`src/rtl/uart_pb_pkg.sv`:
```
// Shared defaults and the index-width helper for the fractional UART baud generator.
package uart_pb_pkg;

   localparam int PB_DIV_WIDTH  = 16;
   localparam int PB_FRAC_BITS  = 4;
   localparam int PB_OVERSAMPLE = 16;

   function automatic int pb_log2(input int value);
      return $clog2(value);
   endfunction

   localparam int PB_IDX_WIDTH = pb_log2(PB_OVERSAMPLE);

endpackage

```
`src/rtl/uart_frac_accum.sv`:
```
// Fractional phase accumulator: a carry at a sample-period wrap stretches the next period by one clk.
module uart_frac_accum
   import uart_pb_pkg::*;
#(
   parameter int FRAC_BITS = PB_FRAC_BITS
) (
   input  logic                 clk,
   input  logic                 reset,
   input  logic                 clear,
   input  logic                 step,
   input  logic [FRAC_BITS-1:0] frac,
   output logic                 extend
);

   logic [FRAC_BITS-1:0] acc_q;
   logic [FRAC_BITS:0]   sum;

   assign sum = {1'b0, acc_q} + {1'b0, frac};

   // extend only changes at a wrap, so it covers exactly one following period
   always_ff @(posedge clk) begin
      if (!reset || clear) begin
         acc_q  <= '0;
         extend <= 1'b0;
      end else if (step) begin
         acc_q  <= sum[FRAC_BITS-1:0];
         extend <= sum[FRAC_BITS];
      end
   end

endmodule

```
`src/rtl/uart_baud_gen_frac.sv`:
```
// Fractional-N UART baud generator producing oversample, bit-centre and bit-end ticks.
module uart_baud_gen_frac
   import uart_pb_pkg::*;
#(
   parameter int DIV_WIDTH  = PB_DIV_WIDTH,
   parameter int FRAC_BITS  = PB_FRAC_BITS,
   parameter int OVERSAMPLE = PB_OVERSAMPLE
) (
   input  logic                             clk,
   input  logic                             reset,
   input  logic                             enable,
   input  logic                             restart,
   input  logic [DIV_WIDTH-1:0]             clock_divide,
   input  logic [FRAC_BITS-1:0]             frac_divide,
   output logic                             sample_tick,
   output logic                             mid_tick,
   output logic                             baud_tick,
   output logic [pb_log2(OVERSAMPLE)-1:0]   sample_index
);

   localparam int IDX_W = pb_log2(OVERSAMPLE);
   localparam logic [IDX_W-1:0] IDX_LAST    = IDX_W'(OVERSAMPLE - 1);
   localparam logic [IDX_W-1:0] IDX_PRE_MID = IDX_W'(OVERSAMPLE / 2 - 1);
   localparam logic [IDX_W-1:0] IDX_ONE     = IDX_W'(1);
   localparam logic [DIV_WIDTH:0] CNT_ONE   = (DIV_WIDTH + 1)'(1);

   logic [DIV_WIDTH-1:0] div_q;
   logic [FRAC_BITS-1:0] frac_q;
   logic [DIV_WIDTH:0]   cnt_q;
   logic [DIV_WIDTH:0]   limit;
   logic                 extend;
   logic                 wrap;

   // one extra bit so div_q = all-ones plus extend cannot overflow
   assign limit = {1'b0, div_q} + {{DIV_WIDTH{1'b0}}, extend};
   assign wrap  = enable && !restart && (cnt_q == limit);

   uart_frac_accum #(
      .FRAC_BITS (FRAC_BITS)
   ) u_frac_accum (
      .clk    (clk),
      .reset  (reset),
      .clear  (restart),
      .step   (wrap),
      .frac   (frac_q),
      .extend (extend)
   );

   always_ff @(posedge clk) begin
      if (!reset) begin
         cnt_q        <= '0;
         sample_index <= '0;
         sample_tick  <= 1'b0;
         mid_tick     <= 1'b0;
         baud_tick    <= 1'b0;
         div_q        <= clock_divide;
         frac_q       <= frac_divide;
      end else if (restart) begin
         cnt_q        <= '0;
         sample_index <= '0;
         sample_tick  <= 1'b0;
         mid_tick     <= 1'b0;
         baud_tick    <= 1'b0;
         div_q        <= clock_divide;
         frac_q       <= frac_divide;
      end else if (!enable) begin
         sample_tick  <= 1'b0;
         mid_tick     <= 1'b0;
         baud_tick    <= 1'b0;
      end else if (wrap) begin
         // divisor changes are only picked up here, at a period boundary
         cnt_q        <= '0;
         sample_tick  <= 1'b1;
         mid_tick     <= (sample_index == IDX_PRE_MID);
         baud_tick    <= (sample_index == IDX_LAST);
         sample_index <= (sample_index == IDX_LAST) ? '0 : sample_index + IDX_ONE;
         div_q        <= clock_divide;
         frac_q       <= frac_divide;
      end else begin
         cnt_q        <= cnt_q + CNT_ONE;
         sample_tick  <= 1'b0;
         mid_tick     <= 1'b0;
         baud_tick    <= 1'b0;
      end
   end

endmodule

```
`config.mk`:
```
export PLATFORM = sky130hd
export DESIGN_NAME = uart_baud_gen_frac
export DESIGN_NICKNAME = d
export VERILOG_FILES = /design/src/rtl/uart_pb_pkg.sv /design/src/rtl/uart_frac_accum.sv /design/src/rtl/uart_baud_gen_frac.sv
export SDC_FILE = /design/constraint.sdc
export NUM_CORES = 1
export LEC_CHECK = 0
export CAP_MARGIN = 20
export CORE_MARGIN = 4
export CORE_UTILIZATION = 45
export CTS_CLUSTER_SIZE = 16
export DETAILED_ROUTE_END_ITERATION = 6
export GPL_ROUTABILITY_DRIVEN = 0
export HOLD_SLACK_MARGIN = 0.03
export PLACE_DENSITY = 0.72
export SLEW_MARGIN = 10
export SYNTH_ARGS = -nofsm -noshare
export SYNTH_HDL_FRONTEND = slang
export SYNTH_SLANG_ARGS = --single-unit
```
`constraint.sdc`:
```
create_clock -name clk -period 2.8 [get_ports clk]
set_clock_uncertainty 0.05 [all_clocks]
set_input_delay 0.28 -clock clk [delete_from_list [all_inputs] [get_ports clk]]
set_output_delay 0.28 -clock clk [all_outputs]
set_load 0.01 [all_outputs]
```
==> results.json <==
{
  "crit_arrival_ns": 2.87,
  "synth.yosys.seq_area_share_pct": 45.8,
  "cts_tree": "done",
  "design_area_mm2": 0.00305,
  "ir_worst_vdd_uv": 234,
  "core_area_mm2": 0.00554,
  "crit_path_start_kind": "flip-flop",
  "leakage_nw": 1.09,
  "postCtsHoldBufs": 0,
  "antenna_found_initial": 0,
  "insertion_delay_ns": 0.31,
  "setup_viol": 0,
  "grt_pass1_vias": 1857,
  "vias": 1912,
  "crit_path_cell_trace": "ha_1 -> ha_1 -> xor2_1 -> nor4b_1 -> o211ai_1 -> nor3_1 -> nand4_2 -> buf_4 -> or3_1 -> a21oi_1",
  "root_buffer": "clkbuf_8",
  "ioPinCount": 31,
  "n_antenna_cell": 0,
  "cts.clk_slew.worst_paths_ns": 0.09,
  "synth_top_area_cell": "edfxtp_1",
  "io_buffer_count": 30,
  "postCtsSetupBuffers": 0,
  "netlist_area_mm2": 0.00258,
  "relSlewSlack_pct": 76.0,
  "dpl_cell_area_mm2": 0.00296,
  "dpl_worst_slack_ns": 0.135,
  "synthTopCellsByArea": "edfxtp_1, dfxtp_1, xnor2_1, xor2_1, nor2_1",
  "ys_ff_latch": 49,
  "final_max_slew_viol_count": 0,
  "worstMarginPinSlew_ns": 0.357,
  "cts_buffer_depth": 2,
  "critPathCaptureType": "flip-flop",
  "p_per_area_mw_per_mm2": 450,
  "hpwl_um": 3620,
  "synth_fa_ha_area_share_pct": 4.65,
  "grt-ovfl-total": 0,
  "final.min_clock_period_ns": 2.67,
  "synthMuxAreaShare_pct": 1.55,
  "num_rows": 27,
  "min_period_over_period_pct": 95.2,
  "drt_wl_total_um": 4830,
  "drc": 0,
  "cts_made_buffers": 5,
  "die_y_um": 83.7,
  "slowest_stage": "edfxtp_1",
  "final_cells": 364,
  "crit_required_ns": 3.00,
  "synthDistinctLibCells": 53,
  "holdCritPathClass": "reg2reg",
  "die_w_um": 83.7,
  "rsz0062_at_grt": "no",
  "synth_xor_area_share_pct": 11.9,
  "cap_violations": 0,
  "cpMostUsedCell": "ha_1",
  "detail_route.iter0.violations": 64,
  "syn_avg_cell_area_um2": 10.0,
  "synth_top_family_by_area": "simple AND/OR/NAND/NOR gates",
  "status": "complete, no violations",
  "cts.sinks": 49,
  "min_delay_path_depth": 2,
  "fin_nets": 324,
  "synth_edf_count": 20,
  "final_antenna_net_count": 0,
  "start_util_pct": 46.6,
  "hold_violations": 0,
  "critPathMaxStageDelay_ns": 0.38,
  "netlist_instances": 257,
  "cts_resized": 0,
  "dr.pass1.iters": 4,
  "layout-drive-gt1-share_pct": 8.56,
  "wire_per_inst_um": 13.3,
  "dpl.cell_count": 356,
  "grt_max_degree": 25,
  "worst-setup-path-type": "reg2reg",
  "grt_pass1_wl_um": 8480,
  "r2r.worst_path.cells": 10,
  "yosys.area_share.simple_pct": 24.4,
  "synthArstFlopShare_pct": 0,
  "synth_compound_area_share_pct": 7.76,
  "synth_warnings": 0,
  "fmax_mhz": 375,
  "grt_usage_pct": 14.8,
  "yosysTopAreaCellShare_pct": 23.3,
  "area_delta_synth_final_pct": 18.3,
  "die_area_mm2": 0.00701,
  "ys.flop_type": "dfxtp_1",
  "h-tree-depth": 2,
  "worstPathMaxFanout": 7,
  "fin_setup_tns_ns": 0,
  "synth_fp_nets": 290,
  "setup_slack_ns": 0.134,
  "avgViaCountPerCell": 5.25
}
[where the power goes]
part / total, mW / internal, mW / switching (mW)
Clock: 0.439 / 0.200 / 0.238
Sequential: 0.809 / 0.774 / 0.0350
Combinational: 0.126 / 0.0710 / 0.0551
Total: 1.37 / 1.05 / 0.328
[Yosys cell counts (all sizes together) (3+ instances only)]
master / instances
xnor2: 21
ha: 8
edfxtp: 20
and4: 5
mux2i: 4
nand2: 17
nor2: 30
nand2b: 4
dfxtp: 29
nor2b: 3
a21oi: 5
a211oi: 3
o21ai: 8
nor4: 6
xor2: 14
nand4: 12
and3: 4
buf: 3
clkbuf: 5
inv: 10
nor3: 8
nand3: 11
[metal layers]
metal  track usage (%)  vias to the layer above  routed length (µm)
met3              3.95                        9                 182
met5                 0                        -                   0
met1              18.1                      882                2220
met4              5.85                        0                 106
li1                  -                      987                   -
met2              24.7                       34                2320
[per-stage QoR]
step | hold slack (ns) | utilization, % | power [mW]
CTS | 0.443 | 55.1 | 1.38
global route | 0.454 | 55.1 | 1.44
detailed placement | 0.429 | 53.3 | 0.951
finish | 0.438 | 55.1 | 1.37
global placement | 0.418 | 53.3 | 0.947
floorplan | 0.329 | - | 0.898
[final timing paths]
path                                                           end                          startpoint  slack, ns
worst max-delay path                  sample_index[2]$_SDFFE_PP0P_                  div_q[0]$_DFFE_PP_       0.13
worst min register to register  u_frac_accum.acc_q[1]$_SDFFE_PP0N_  u_frac_accum.acc_q[1]$_SDFFE_PP0N_       0.44
worst min-delay path            u_frac_accum.acc_q[1]$_SDFFE_PP0N_  u_frac_accum.acc_q[1]$_SDFFE_PP0N_       0.44
worst max register to register        sample_index[2]$_SDFFE_PP0P_                  div_q[0]$_DFFE_PP_       0.13
[flip-flops by register name, indices dropped and copies added, names as in the netlist]
register             count
baud_tick                1
sample_tick              1
mid_tick                 1
sample_index             4
cnt_q                   17
div_q                   16
u_frac_accum.extend      1
frac_q                   4
u_frac_accum.acc_q       4
[area by class of cell]
class / count / area [µm²]
flip-flops and latches: 49 / 1180
well taps: 72 / 90.1
fillers: 528 / 2490
repair buffers: 35 / 350
clock inverters: 2 / 13.8
multi-input cells: 190 / 1300
inverters: 10 / 37.5
clock buffers: 6 / 82.6
[worst max-delay path, delay by kind of cell, from the launching register on]
| kind | cells | cell delay [ns] |
|---|---|---|
| buf+inv | 1 | 0.19 |
| compound gates | 2 | 0.32 |
| xor+xnor | 1 | 0.14 |
| fa+ha+maj | 2 | 0.55 |
| simple gates | 4 | 0.97 |
| flops | 1 | 0.38 |
[cells in the final DEF (no fill, tap or decap), types with 10 or more instances in the layout]
| cell | count |
|---|---|
| nor2_1 | 30 |
| clkdlybuf4s50_1 | 30 |
| dfxtp_1 | 29 |
| xnor2_1 | 21 |
| edfxtp_1 | 20 |
| nand2_1 | 16 |
| xor2_1 | 14 |
| nand3_1 | 11 |
| inv_1 | 10 |
| nand4_1 | 10 |
[cells by family after synthesis]
group                    Yosys count
AND/OR/NAND/NOR                  113
multiplexers                       4
adder cells (fa/ha/maj)            9
flip-flops                        49
buffers and inverters             18
XOR/XNOR                          35
AO/OA/AOI/OAI                     29
Power figures use the tool's default switching activity.
